**src/rtl/uart_pkg.sv**
```systemverilog
// Shared types for the UART TX FIFO write-port arbiter.
// Holds the arbiter state encoding and requester indices.
package uart_pkg;

  typedef enum logic [1:0] {
    IDLE = 2'd0,
    OWN0 = 2'd1,
    OWN1 = 2'd2
  } arb_state_t;

  localparam int REQ0 = 0;
  localparam int REQ1 = 1;

endpackage

```
**src/rtl/uart_tx_fifo_arbiter.sv**
```systemverilog
// Packet-granular round-robin arbiter in front of the UART TX FIFO write port.
// Ports: clk/rst, req0_*/req1_* byte streams, fifo_full/fifo_wr/fifo_wdata, grant, trunc_err.
module uart_tx_fifo_arbiter
  import uart_pkg::*;
#(
  parameter int DATA_WIDTH = 8,
  parameter int MAX_PKT    = 16
) (
  input  logic                  clk,
  input  logic                  rst,
  input  logic                  req0_valid,
  input  logic [DATA_WIDTH-1:0] req0_data,
  input  logic                  req0_last,
  output logic                  req0_ready,
  input  logic                  req1_valid,
  input  logic [DATA_WIDTH-1:0] req1_data,
  input  logic                  req1_last,
  output logic                  req1_ready,
  input  logic                  fifo_full,
  output logic                  fifo_wr,
  output logic [DATA_WIDTH-1:0] fifo_wdata,
  output logic [1:0]            grant,
  output logic                  trunc_err
);

  localparam int CW = $clog2(MAX_PKT);
  localparam logic [CW-1:0] CNT_MAX = CW'(MAX_PKT - 1);

  arb_state_t    state, state_nxt;
  logic          rr_last, rr_nxt;
  logic [CW-1:0] cnt, cnt_nxt;
  logic          trunc_nxt;
  logic          acc, lst, oth;

  // rr_last holds the most recently granted requester;
  // resetting it to REQ1 makes req0 win the first tie.
  always_ff @(posedge clk or posedge rst) begin
    if (rst) begin
      state     <= IDLE;
      rr_last   <= 1'(REQ1);
      cnt       <= '0;
      trunc_err <= 1'b0;
    end else begin
      state     <= state_nxt;
      rr_last   <= rr_nxt;
      cnt       <= cnt_nxt;
      trunc_err <= trunc_nxt;
    end
  end

  always_comb begin
    state_nxt  = state;
    rr_nxt     = rr_last;
    cnt_nxt    = cnt;
    trunc_nxt  = 1'b0;
    fifo_wr    = 1'b0;
    fifo_wdata = '0;
    req0_ready = 1'b0;
    req1_ready = 1'b0;
    grant      = 2'b00;
    acc        = 1'b0;
    lst        = 1'b0;
    oth        = 1'b0;

    unique case (state)
      IDLE: begin
        if (req0_valid && req1_valid)
          state_nxt = (rr_last == 1'(REQ1)) ? OWN0 : OWN1;
        else if (req0_valid)
          state_nxt = OWN0;
        else if (req1_valid)
          state_nxt = OWN1;
      end
      OWN0: begin
        grant      = 2'b01;
        acc        = req0_valid & ~fifo_full;
        fifo_wr    = acc;
        fifo_wdata = req0_data;
        req0_ready = acc;
        lst        = req0_last;
        oth        = req1_valid;
      end
      OWN1: begin
        grant      = 2'b10;
        acc        = req1_valid & ~fifo_full;
        fifo_wr    = acc;
        fifo_wdata = req1_data;
        req1_ready = acc;
        lst        = req1_last;
        oth        = req0_valid;
      end
      default: state_nxt = IDLE;
    endcase

    // Release on a last byte or on the MAX_PKT-th byte;
    // hand straight to the other side if it is waiting.
    if (acc) begin
      if (lst || cnt == CNT_MAX) begin
        cnt_nxt   = '0;
        trunc_nxt = ~lst;
        rr_nxt    = (state == OWN1);
        if (oth)
          state_nxt = (state == OWN0) ? OWN1 : OWN0;
        else
          state_nxt = IDLE;
      end else begin
        cnt_nxt = cnt + 1'b1;
      end
    end
  end

endmodule

```
**config.mk**
```make
export PLATFORM = sky130hd
export DESIGN_NAME = uart_tx_fifo_arbiter
export DESIGN_NICKNAME = d
export VERILOG_FILES = /design/src/rtl/uart_pkg.sv /design/src/rtl/uart_tx_fifo_arbiter.sv
export SDC_FILE = /design/constraint.sdc
export NUM_CORES = 1
export LEC_CHECK = 0
export ABC_AREA = 0
export CORE_UTILIZATION = 38
export DETAILED_ROUTE_END_ITERATION = 10
export GPL_TIMING_DRIVEN = 0
export PLACE_DENSITY = 0.76
export RECOVER_POWER = 50
export REMOVE_ABC_BUFFERS = 1
export SYNTH_ARGS = -nofsm -noshare
export SYNTH_HDL_FRONTEND = slang
export SYNTH_SLANG_ARGS = --single-unit
```
**constraint.sdc**
```tcl
create_clock -name clk -period 2.4 [get_ports clk]
set_input_delay 0.24 -clock clk [delete_from_list [all_inputs] [get_ports clk]]
set_output_delay 0.24 -clock clk [all_outputs]
set_load 0.05 [all_outputs]
```
==> results_dict.tcl <==
set metrics [dict create \
    die_w_um 44.4 \
    track_usage_pct 20.4 \
    drive_above_1_share_pct 14.4 \
    io-pin-count 37 \
    p_int_mw 0.559 \
    hold_class "in -> async" \
    maxCapViolations 0 \
    syn_inst 75 \
    tritoncts "built" \
    crit_required_ns 2.16 \
    row_count 14 \
    setup_viol 0 \
    gp_congestion 0.801 \
    synth_edf_count 0 \
    cts.htree.levels 1 \
    crit_type "reg -> out" \
    worst_clock_skew_ns 0.0116 \
    drt-wirelength-per-cell_um 13.0 \
    power.share.sequential_pct 19.1 \
    hold_buffers 0 \
    yosysUniqueCellTypes 31 \
    antenna_cells 0 \
    drt_iter0_drc 13 \
    power.density_nw_per_um2 1120 \
    p_leak_nw 0.460 \
    post-route-period-util_pct 95.4 \
    dr_total_vias 715 \
    setup_ws_ns 0.111 \
    finalMaxSlewViolations 0 \
    async_reset_ff_share_pct 100 \
    ys.flop_type "dfrtp_1" \
    synth_top_area_share_pct 25.6 \
    routed_wl_mm 1.75 \
    via_per_inst 5.30 \
    r2r_start "state[0]$_DFF_PP0_" \
    sw_frac_of_total_pct 53.9 \
    synth_top_area_cell "dfrtp_1" \
    post-route-util_pct 68.1 \
    seq_area_frac_synth_pct 29.4 \
    power.combinational.fraction_pct 71.5 \
    grt_antenna_before_repair 0 \
    clk_latency_ns 0.26 \
    endpoint_kind "primary output" \
    area_growth_syn_to_layout_pct 58.5 \
    dieArea_um2 1970 \
    grt_pass1_vias 682 \
    grt_max_degree 16 \
    synth_seq_cells 8 \
    start_util_pct 42.9 \
    clk_pin_slew_ns 0.06 \
    relSlewSlack_pct 53.9 \
    syn-mean-instance-area_um2 9.13 \
    fmax_mhz 437 \
    cts-buffers-inserted 3 \
    detail-route-antenna-nets 0 \
    cp-start-kind "flip-flop" \
    clock_tree.buffer_depth 2 \
    p_sw_mw 0.654 \
    dp_hpwl_mm 1.35 \
    finalNonFillerCells 135 \
    synth_commonest_cells "a22oi_1, nor2_1, dfrtp_1, ha_1" \
    place_ws_ns -0.461 \
    grt_pass1_wl_mm 2.95 \
    critPathArrivalTime_ns 2.05 \
    place_inst 131 \
    path_max_fanout 11 \
    setup.worst_path.start "state[0]$_DFF_PP0_" \
    overflow 0 \
    io_buffer_count 36 \
    dr.pass1.iters 7 \
    drc_errors 1 \
    vdd_ir_drop_max_mv 0.749 \
    cts.sink_count 8 \
    pwr-share-clk_pct 9.5 \
    period_needed_ns 2.29 \
    yosys-top-cells-area "dfrtp_1, a22oi_1, ha_1" \
    final-hold-violation-count 0 \
    violations "DRC" \
    core-area_um2 1590 \
    run_status "complete, but fails checks" \
    die_h_um 44.4 \
    netlist_area_um2 684 \
    cts_root_buf "clkbuf_4" \
    yosys_warnings 0 \
    rsz0062_at_grt "false" \
    worst_pin_slew_ns 0.686 \
    fin_nets 141 \
]
[cells in the final DEF (no fill, tap or decap), types with 3 or more instances in the layout]
| cell | netlist | final |
|---|---|---|
| dfrtp_1 | 7 | 5 |
| nor2b_1 | 4 | 4 |
| a22oi_1 | 10 | 10 |
| nand2_1 | 3 | 3 |
| inv_1 | 4 | 4 |
| ha_1 | 6 | 3 |
| clkdlybuf4s50_1 | 0 | 23 |
| dlygate4sd2_1 | 0 | 10 |
| clkbuf_4 | 0 | 4 |
| nor2_1 | 10 | 10 |
[metal layers]
| metal | global-route usage [%] | share of wire (%) | up-vias |
|---|---|---|---|
| li1 | - | - | 350 |
| met1 | 26.8 | 46 | 326 |
| met2 | 30.9 | 44 | 37 |
| met3 | 3.67 | 8.3 | 2 |
| met4 | 12.7 | 1.4 | 0 |
| met5 | 0 | 0 | - |
[worst max-delay path, cell delays in order (launching register included)]
cell and delay (ns):
dfrtp_2 0.43, inv_1 0.14, ha_2 0.40, inv_2 0.11
or3_4 0.44, inv_1 0.06, clkbuf_4 0.22
[cell type report]
class | count | area, um2
Timing Repair Buffer | 36 | 345
Sequential cell | 8 | 204
Multi-Input combinational cell | 58 | 460
Inverter | 5 | 18.8
Fill cell | 140 | 509
Clock buffer | 4 | 26.3
Tap cell | 24 | 30.0
[registers in the layout, summed over array words and instances, names as in the netlist]
signal and cells:
cnt 4, rr_last 1, state 2, trunc_err 1
[worst paths after layout]
check / to / slack [ns] / depth (start not counted)
worst max-delay path: fifo_wr / 0.11 / 6
worst min-delay path: cnt[0]$_DFFE_PP0P_ / 0.36 / 2
worst max register to register: rr_last$_DFFE_PP1P_ / 0.31 / 5
worst min register to register: cnt[1]$_DFFE_PP0P_ / 0.53 / 1
max in group asynchronous: rr_last$_DFFE_PP1P_ / 1.75 / 2
min in group clk: cnt[1]$_DFFE_PP0P_ / 0.53 / 1
[power groups by stage]
stage,Combinational (mW),Sequential [mW],Clock [mW]
after floorplan,0.642,0.211,0
after global placement,0.872,0.220,0
after detailed placement,0.889,0.221,0
after CTS,0.856,0.220,0.118
after global routing,0.940,0.237,0.126
final,0.866,0.231,0.115
[metrics by stage]
stage	hold slack [ns]	TNS [ns]	cell area, um2	total power [mW]
after floorplan	0.0549	0	661	0.853
after global placement	0.503	-0.425	1050	1.09
after detailed placement	0.508	-0.461	1050	1.11
after CTS	0.229	-0.153	1070	1.19
after global routing	0.385	0	1080	1.30
final	0.356	0	1080	1.21
[kinds of logic (layout without fill, tap and decap cells)]
logic type,Yosys count,in the layout,synth area share [%]
buffers and inverters,9,45,6.21
AO/OA/AOI/OAI,23,23,30.2
flip-flops,8,8,29.4
AND/OR/NAND/NOR,26,26,18.6
multiplexers,3,3,4.57
adder cells (fa/ha/maj),6,6,11.0
[timing repair]
action	4_1_cts	5_1_grt
buffers inserted	0	0
pin swaps	0	0
setup endpoints to repair	11	3
cloned	0	0
resized for setup	15	9
No activity file was read; power rests on OpenSTA's default activity.
